File: config.mk
export PLATFORM = sky130hd
export DESIGN_NAME = fill_rect
export DESIGN_NICKNAME = d
export VERILOG_FILES = /design/src/rtl/fill_rect.sv
export SDC_FILE = /design/constraint.sdc
export NUM_CORES = 1
export LEC_CHECK = 0
export CORE_ASPECT_RATIO = 0.6
export CORE_MARGIN = 2
export CORE_UTILIZATION = 47
export CTS_CLUSTER_DIAMETER = 30
export DETAILED_ROUTE_END_ITERATION = 10
export GPL_ROUTABILITY_DRIVEN = 0
export GPL_TIMING_DRIVEN = 0
export PLACE_DENSITY_LB_ADDON = 0.1
export SLEW_MARGIN = 20
export SYNTH_ARGS = -nofsm -noshare
export SYNTH_HDL_FRONTEND = slang
export SYNTH_SLANG_ARGS = --single-unit
File: constraint.sdc
create_clock -name clk -period 2.3 [get_ports clk]
set_input_delay 0.575 -clock clk [delete_from_list [all_inputs] [get_ports clk]]
set_output_delay 0.575 -clock clk [all_outputs]
set_load 0.005 [all_outputs]
File: src/rtl/fill_rect.sv
// Rectangle filler: walks a clipped rectangle row-major and emits one VGA pixel write per cycle.
// Optional build macro FILL_RECT_GRADIENT_EN replaces the fill colour with a per-row x gradient.
module fill_rect #(
    parameter int SCREEN_W = 160,
    parameter int SCREEN_H = 120,
    parameter int XW       = 8,
    parameter int YW       = 7,
    parameter int CW       = 3
) (
    input  logic          clk,
    input  logic          rst_n,
    input  logic          start,
    input  logic [XW-1:0] x0,
    input  logic [XW-1:0] x1,
    input  logic [YW-1:0] y0,
    input  logic [YW-1:0] y1,
    input  logic [CW-1:0] colour,
    output logic          done,
    output logic          busy,
    output logic [XW-1:0] vga_x,
    output logic [YW-1:0] vga_y,
    output logic [CW-1:0] vga_colour,
    output logic          vga_plot,
    output logic [1:0]    dbg_state
);

    typedef enum logic [1:0] {
        IDLE = 2'd0,
        FILL = 2'd1,
        DONE = 2'd2
    } state_t;

    localparam logic [XW-1:0] X_LAST  = XW'(SCREEN_W - 1);
    localparam logic [YW-1:0] Y_LAST  = YW'(SCREEN_H - 1);
    localparam logic [XW:0]   X_LIMIT = (XW+1)'(SCREEN_W);
    localparam logic [YW:0]   Y_LIMIT = (YW+1)'(SCREEN_H);

    state_t        state_q, state_d;
    logic [XW-1:0] xlo_q, xlo_d, xhi_q, xhi_d;
    logic [YW-1:0] ylo_q, ylo_d, yhi_q, yhi_d;
    logic [CW-1:0] col_q, col_d;
    logic [XW-1:0] x_q, x_d;
    logic [YW-1:0] y_q, y_d;
    logic [CW-1:0] pix_col_q, pix_col_d;
    logic          plot_q, plot_d;
    logic          busy_q, busy_d;
    logic          done_q, done_d;

    // Sorted and clipped corners of the requested rectangle.
    logic [XW-1:0] x_min, x_max, x_hi_clip;
    logic [YW-1:0] y_min, y_max, y_hi_clip;
    logic          empty;

    always_comb begin
        x_min     = (x0 < x1) ? x0 : x1;
        x_max     = (x0 < x1) ? x1 : x0;
        y_min     = (y0 < y1) ? y0 : y1;
        y_max     = (y0 < y1) ? y1 : y0;
        x_hi_clip = (x_max > X_LAST) ? X_LAST : x_max;
        y_hi_clip = (y_max > Y_LAST) ? Y_LAST : y_max;
        empty     = ({1'b0, x_min} >= X_LIMIT) || ({1'b0, y_min} >= Y_LIMIT);
    end

    always_comb begin
        state_d = state_q;
        xlo_d   = xlo_q;
        xhi_d   = xhi_q;
        ylo_d   = ylo_q;
        yhi_d   = yhi_q;
        col_d   = col_q;
        x_d     = x_q;
        y_d     = y_q;
        plot_d  = 1'b0;
        busy_d  = 1'b0;
        done_d  = 1'b0;

        unique case (state_q)
            IDLE: begin
                if (start) begin
                    xlo_d = x_min;
                    xhi_d = x_hi_clip;
                    ylo_d = y_min;
                    yhi_d = y_hi_clip;
                    col_d = colour;
                    if (empty) begin
                        state_d = DONE;
                        done_d  = 1'b1;
                    end else begin
                        state_d = FILL;
                        x_d     = x_min;
                        y_d     = y_min;
                        plot_d  = 1'b1;
                        busy_d  = 1'b1;
                    end
                end
            end
            FILL: begin
                // Dropping start aborts; the pixel already on the bus was the last one written.
                if (!start) begin
                    state_d = IDLE;
                end else if (x_q == xhi_q) begin
                    if (y_q == yhi_q) begin
                        state_d = DONE;
                        done_d  = 1'b1;
                    end else begin
                        x_d    = xlo_q;
                        y_d    = y_q + 1'b1;
                        plot_d = 1'b1;
                        busy_d = 1'b1;
                    end
                end else begin
                    x_d    = x_q + 1'b1;
                    plot_d = 1'b1;
                    busy_d = 1'b1;
                end
            end
            DONE: begin
                if (start) begin
                    done_d = 1'b1;
                end else begin
                    state_d = IDLE;
                end
            end
            default: begin
                state_d = IDLE;
            end
        endcase
    end

    // Pixel colour follows the next x so it lines up with the registered coordinates.
    always_comb begin
`ifdef FILL_RECT_GRADIENT_EN
        pix_col_d = CW'(x_d - xlo_d);
`else
        pix_col_d = col_d;
`endif
    end

    always_ff @(posedge clk or negedge rst_n) begin
        if (!rst_n) begin
            state_q   <= IDLE;
            xlo_q     <= '0;
            xhi_q     <= '0;
            ylo_q     <= '0;
            yhi_q     <= '0;
            col_q     <= '0;
            x_q       <= '0;
            y_q       <= '0;
            pix_col_q <= '0;
            plot_q    <= 1'b0;
            busy_q    <= 1'b0;
            done_q    <= 1'b0;
        end else begin
            state_q   <= state_d;
            xlo_q     <= xlo_d;
            xhi_q     <= xhi_d;
            ylo_q     <= ylo_d;
            yhi_q     <= yhi_d;
            col_q     <= col_d;
            x_q       <= x_d;
            y_q       <= y_d;
            pix_col_q <= pix_col_d;
            plot_q    <= plot_d;
            busy_q    <= busy_d;
            done_q    <= done_d;
        end
    end

    assign vga_x      = x_q;
    assign vga_y      = y_q;
    assign vga_colour = pix_col_q;
    assign vga_plot   = plot_q;
    assign busy       = busy_q;
    assign done       = done_q;
    assign dbg_state  = state_q;

endmodule
==> metrics, run 1 <==
status complete, but fails checks; failing checks setup timing; sequential share of the synthesized area between 30% and 40%; Placement Rows 22; GRT overflow 0; post-route setup TNS -0.321 ns; antenna violation net count after detailed routing 0; Total GRT Usage about a quarter; # H-tree levels 2; Synth Instances 349; Initial Util between 40% and 50%; top cell type by total area after synthesis dfrtp_1; Inserted Clock Buffers 5; Worst-Skew Late Latency 0.30 ns; 1st-pass router iterations 4; YS warnings 0; M3 GR Usage between 5 and 6%; Critical path buffers and inverters 3; Psw roughly 1.5 mW; Post-Synth Adder-Cell Area 6.22%; Max Cap Viol 0; EDFF count, synth 0; Setup crit start kind primary input; Layout Skew around 0.0085 ns; P per Cell Area roughly 870 nW/um^2; post-synthesis compound-gate area fraction about a fifth; RSZ-0062 raised after global routing yes; busiest grt layer met1; CP Capture Type register; root buf cell clkbuf_8; Final Setup Violations 8; Worst slew margin approximately 63%; slowest library cell on the worst path a2111o_1; Peak VDD IR roughly 0.44 mV; synthesized cell area about 3000 um^2; Final Power about 3.8 mW; CP delay by family, top compound AO/OA/AOI/OAI gates; met1 usage a little over two fifths; post-synthesis mux area share between 7 and 8%; Syn Nets 400; Vias/cell about 5.6; Syn Area/Cell around 8.6 um^2; Primary FF master, synth dfrtp_1; vias in the first global route ~2700; final slew viol count 0; Inst Count DP a little under 500; LEAKAGE 1.85 nW; Critical Path Fanout Max 8; core area 6170 um^2; most frequent CP cell inv_4; critical path class primary input to register; Worst Path Required around 2.5 ns; DRC 0; Yosys reg bits 45; initial drt markers between 150 and 200; min Tclk post-route approximately 2.4 ns; Die Ht 66.0 um; Hold Path Class primary input to asynchronous set/reset pin; power share of the clock group roughly 14%; I/O Pins between 50 and 60; Post-Synth Simple-Gate Area about 17%; Clock Path Buffers 2; Flop pwr share 38.4%; share of the synthesized area in the top cell type 37.3%; post-synthesis xor/xnor area fraction 6.10%; area grow syn2layout 44.9%; Synth area leaders dfrtp_1 (37%), ha_1 (6.2%), nand2_1 (5.9%); CTS tree done; WL per Instance 16.9 um; crit-path cells buf_8, inv_4, ha_4, a2111o_1, a21oi_4, o21ai_4, or2_4, a21o_4, inv_4, mux2_4; final core utilization 70.8%; DIE AREA about 7000 um^2; clk sinks 45; Finished Layout Cells 530; f_max between 400 and 500 MHz; via count of the routed design ~3000; Synth async-reset ratio 100%; initial antenna violation count 0; IO Port Bufs between 50 and 60; largest net degree at the start of global routing 29; number of diodes 0; logic gate share of total power a little under half; crit path DAT 2.59 ns; largest family of logic cells by synthesized area compound AO/OA/AOI/OAI gates; Routed WL ~9000 um; Net Sw Frac between 30% and 40%; Final WS setup -0.0952 ns; GR Util met2 approximately 36%; internal cell power roughly 2.3 mW; worst-margin pin slew about 0.55 ns; crit-path max cell delay roughly 0.42 ns; DP HPWL about 6600 um; nets 496; synth unique cells between 50 and 60; Die X-Extent 107 um; clk slew on worst S/H paths 0.09 ns; worst hold slack 0.192 ns; layout cells sized above 1 35.9%; fin crit share 104%; first-pass GRT wire length ~14000 um; Hold Violations, Final 0
-- synthesized netlist by cell type, types with 2 or more instances --
library cell,count
o311a_1,2
clkbuf_1,8
o22a_1,3
o211ai_1,2
o22ai_1,2
nand3_1,10
xnor2_1,16
a31oi_1,9
o21ai_0,19
o2bb2ai_1,4
nand2b_1,4
a211oi_1,3
dfrtp_1,45
nand4_1,7
a21oi_1,30
nand2_1,47
nor3_1,5
o21ai_1,3
buf_1,2
xor2_1,5
mux2i_1,12
inv_1,17
ha_1,15
buf_2,4
and3_1,3
nor2_1,33
mux2_2,6
a21oi_2,4
o31ai_1,4
-- cells in the final DEF (no fill, tap or decap), types with 3 or more instances in the layout --
cell type and count:
a211oi_1 3, a21oi_1 19, a21oi_2 14, a31oi_1 9, buf_2 11, buf_4 36, buf_6 7, clkbuf_1 6
clkbuf_2 12, clkbuf_8 7, clkdlybuf4s50_1 27, dfrtp_1 37, dfrtp_2 8, ha_1 3, ha_4 11, inv_1 5
inv_2 7, inv_4 5, mux2_2 5, mux2i_1 12, nand2_1 46, nand2b_1 3, nand3_1 9, nand4_1 7
nor2_1 29, nor3_1 5, o21ai_0 17, o21ai_4 3, o22a_1 3, o2bb2ai_1 4, o31ai_1 4, xnor2_1 13
xnor2_2 3, xor2_1 5
-- power groups by stage --
| stage | logic [mW] | registers, mW | clock network, mW |
|---|---|---|---|
| after floorplan | 0.886 | 1.33 | 0 |
| after global placement | 1.44 | 1.41 | 0 |
| after detailed placement | 1.47 | 1.43 | 0 |
| after CTS | 1.56 | 1.42 | 0.543 |
| after global routing | 1.96 | 1.49 | 0.585 |
| final | 1.80 | 1.46 | 0.543 |
-- metal layers --
layer / up-vias / wire [um]
met1: 1429 / 4630
met4: 0 / 38
li1: 1432 / -
met3: 4 / 660
met5: - / 0
met2: 121 / 3650
-- logic make-up after synthesis --
| kind of cell | Yosys count |
|---|---|
| buf+inv | 35 |
| flops | 45 |
| mux | 20 |
| compound gates | 97 |
| simple gates | 116 |
| xor+xnor | 21 |
| fa+ha+maj | 15 |
-- state kept, by name, indices dropped and copies added (netlist names) --
| name | cells |
|---|---|
| vga_y | 7 |
| busy | 1 |
| xlo_q | 8 |
| yhi_q | 7 |
| xhi_q | 8 |
| vga_colour | 3 |
| vga_x | 8 |
| done | 1 |
| dbg_state | 2 |
-- cell type report --
cell class,count,area (um^2)
fill,487,1800
clock buffer,7,96.3
clock inverter,1,5.00
tap,84,105
buffer,15,80.1
multi-input combinational,269,2100
timing repair buffer,91,752
inverter,18,92.6
sequential,45,1140
-- per-stage QoR --
step	worst slack (ns)	cell area, um^2
finish	-0.0952	4370
global route	-0.171	4370
CTS	-0.115	4170
detailed placement	-1.09	3830
global placement	-1.04	3810
floorplan	-0.267	3130
-- what timing repair did --
item | in CTS | in global routing
endpoints found under the setup margin | 42 | 33
setup buffers | 17 | 14
hold buffers | 0 | 0
gates resized for setup | 134 | 60
cloned | 1 | 0
pin swaps | 27 | 20
-- final timing paths --
check	depth (start not counted)	to	startpoint	slack (ns)
max	10	vga_x[0]$_DFFE_PN0P_	x1[1]	-0.1
min	1	busy$_DFF_PN0_	rst_n	0.19
max reg2reg	6	vga_y[1]$_DFFE_PN0P_	vga_x[0]$_DFFE_PN0P_	0.12
min reg2reg	2	vga_colour[1]$_DFFE_PN0P_	vga_colour[1]$_DFFE_PN0P_	0.48
max in group asynchronous	2	xhi_q[6]$_DFFE_PN0P_	rst_n	1.62
min in group clk	2	vga_colour[1]$_DFFE_PN0P_	vga_colour[1]$_DFFE_PN0P_	0.48
Power figures use the tool's default switching activity.
==> inputs of run 2 (changes only) <==
--- a/config.mk
+++ b/config.mk
@@ -13,6 +13,7 @@
 export GPL_ROUTABILITY_DRIVEN = 0
 export GPL_TIMING_DRIVEN = 0
 export PLACE_DENSITY_LB_ADDON = 0.1
+export SKIP_CTS_REPAIR_TIMING = 1
 export SLEW_MARGIN = 20
 export SYNTH_ARGS = -nofsm -noshare
 export SYNTH_HDL_FRONTEND = slang
==> metrics, run 2 (same netlist as run 1, synthesis figures left out) <==
antenna violation net count after detailed routing 0 (unchanged); DRC 0 (unchanged); fin area 4290 um^2 (was 4370 um^2); power share of the clock group 14.7% (was 14.3%); Psw 1.38 mW (was 1.46 mW); Layout Skew 0.00650 ns (was 0.00852 ns); Fillers 498 (was 487); GRT overflow 0 (unchanged); area post-placement 3830 um^2 (unchanged); Critical Path Fanout Max 4 (was 8); Placement Rows 22 (unchanged); logic gate share of total power 46.3% (was 47.4%); initial antenna violation count 0 (unchanged); vias in the first global route 2542 (was 2729); CP endpoint vga_x[0]$_DFFE_PN0P_ (unchanged); register area 1140 um^2 (unchanged); FF-to-FF Start vga_y[3]$_DFFE_PN0P_ (was vga_x[0]$_DFFE_PN0P_); LEAKAGE 1.95 nW (was 1.85 nW); Die X-Extent 107 um (unchanged); clk sinks 45 (unchanged); Die Ht 66.0 um (unchanged); Worst R2R Path Depth 9 (was 6); area grow syn2layout 42.4% (was 44.9%); DIE AREA 7090 um^2 (unchanged); Setup crit start kind primary input (unchanged); Worst-Skew Late Latency 0.30 ns (about the same); commonest non-fill, non-tap cells in the layout nand2_1 (46), dfrtp_1 (37), nor2_1 (30) (was nand2_1 (46), dfrtp_1 (37), buf_4 (36)); Net Sw Frac 37.7% (was 38.3%); internal reg-to-reg setup slack 0.04 ns (was 0.12 ns); RSZ-0062 raised after global routing yes (unchanged); Flop pwr share 39.0% (was 38.4%); Vias/cell 5.64 (was 5.63); clk slew on worst S/H paths 0.09 ns (about the same); crit path from y0[6] (was x1[1]); Routed WL 8840 um (was 8970 um); largest net degree at the start of global routing 29 (unchanged); post-route setup TNS -1.06 ns (was -0.321 ns); # H-tree levels 2 (unchanged); internal cell power 2.29 mW (was 2.34 mW); 1st-pass router iterations 5 (was 4); critical path class primary input to register (unchanged); failing checks setup timing (unchanged); initial drt markers 129 (was 187); Worst slew margin 58.3% (was 63.1%); final slew viol count 0 (unchanged); first-pass GRT wire length 13500 um (was 14300 um); DP HPWL 6580 um (unchanged); Clock Path Buffers 2 (unchanged); Inserted Clock Buffers 5 (unchanged); f_max 402 MHz (was 417 MHz); Initial Util 48.9% (unchanged); fin crit share 108% (was 104%); Finished Layout Cells 524 (was 530); Final Setup Violations 11 (was 8); Worst Path Required 2.49 ns (about the same); r2r endpoint vga_x[6]$_DFFE_PN0P_ (was vga_y[1]$_DFFE_PN0P_); root buf cell clkbuf_8 (unchanged); Hold Violations, Final 0 (unchanged); min Tclk post-route 2.49 ns (was 2.40 ns); Total GRT Usage 24.9% (was 26.2%); most common cell after layout, fill and taps aside nand2_1 (unchanged); P per Cell Area 856 nW/um^2 (was 870 nW/um^2); Final WS setup -0.186 ns (was -0.0952 ns); Inst Count DP 492 (unchanged); number of diodes 0 (unchanged); layout cells sized above 1 28.9% (was 35.9%); nets 490 (was 496); CP Capture Type register (unchanged); via count of the routed design 2957 (was 2986); Max Cap Viol 0 (unchanged); crit path DAT 2.67 ns (was 2.59 ns); Peak VDD IR 0.369 mV (was 0.442 mV); core area 6170 um^2 (unchanged); status complete, but fails checks (unchanged); IO Port Bufs 58 (unchanged); WL per Instance 16.9 um (about the same); I/O Pins 59 (unchanged); multi-input logic area 1970 um^2 (was 2100 um^2); worst hold slack 0.193 ns (was 0.192 ns); CTS tree done (unchanged); worst-margin pin slew 0.626 ns (was 0.554 ns); Hold Path Class primary input to asynchronous set/reset pin (unchanged)
==> run 2: cell types whose count changed in the layout (fill, tap and decap cells not counted), sizes merged <==
cell           delta
buf              -20
clkbuf            -2
clkdlybuf4s15     -1
dlygate4sd2       -2
dlymetal6s2s     +19
==> run 2: worst min path at each step <==
stage                           endpoint                       from  cells past startpoint  slack, ns
2_1_floorplan             busy$_DFF_PN0_                      rst_n                      0       0.28
5_1_grt                   busy$_DFF_PN0_                      rst_n                      1       0.22
3_5_place_dp   vga_colour[0]$_DFFE_PN0P_  vga_colour[0]$_DFFE_PN0P_                      2       0.47
3_3_place_gp   vga_colour[0]$_DFFE_PN0P_  vga_colour[0]$_DFFE_PN0P_                      2       0.46
6_report                  done$_DFF_PN0_                      rst_n                      1       0.19
4_1_cts                   done$_DFF_PN0_                      rst_n                      1       0.21
==> run 2: routing by layer <==
layer  GRT usage (%)  vias to the layer above  share of wire [%]
met5               0                        -                  0
met2            33.0                      100                 40
met1            41.1                     1434                 52
li1                -                     1421                  -
met4            3.37                        0               0.31
met3            5.22                        2                7.3
==> run 2: power by group through the flow <==
stage          Clock, mW  Sequential [mW]  Combinational (mW)
6_report           0.539             1.43                1.70
4_1_cts            0.543             1.41                1.48
2_1_floorplan          0             1.33               0.886
5_1_grt            0.585             1.47                1.87
3_3_place_gp           0             1.41                1.44
3_5_place_dp           0             1.43                1.47
==> run 2: worst max-delay path, stage by stage <==
cell and delay, ns:
dlymetal6s2s_1 0.22, ha_4 0.25, and3_4 0.14, a311o_1 0.28, buf_6 0.14, mux2i_4 0.20, or2_4 0.28, a21o_4 0.22
inv_4 0.07, mux2_4 0.29
==> run 2: final cells by class <==
class                      instances  share of cell area [%]
buffer                            16                    2.13
clock buffer                       7                    2.24
sequential                        45                    26.5
timing repair buffer              84                    18.6
clock inverter                     1                   0.117
tap                               84                    2.45
inverter                          18                    2.10
multi-input combinational        269                    45.9
==> run 2: through the flow <==
stage / util [%] / setup slack (ns) / total power [mW]
after global placement: 61.8 / -1.04 / 2.85
after global routing: 69.6 / -0.224 / 3.92
after detailed placement: 62.1 / -1.09 / 2.90
final: 69.6 / -0.186 / 3.68
after CTS: 63.7 / -0.775 / 3.43
after floorplan: - / -0.267 / 2.22
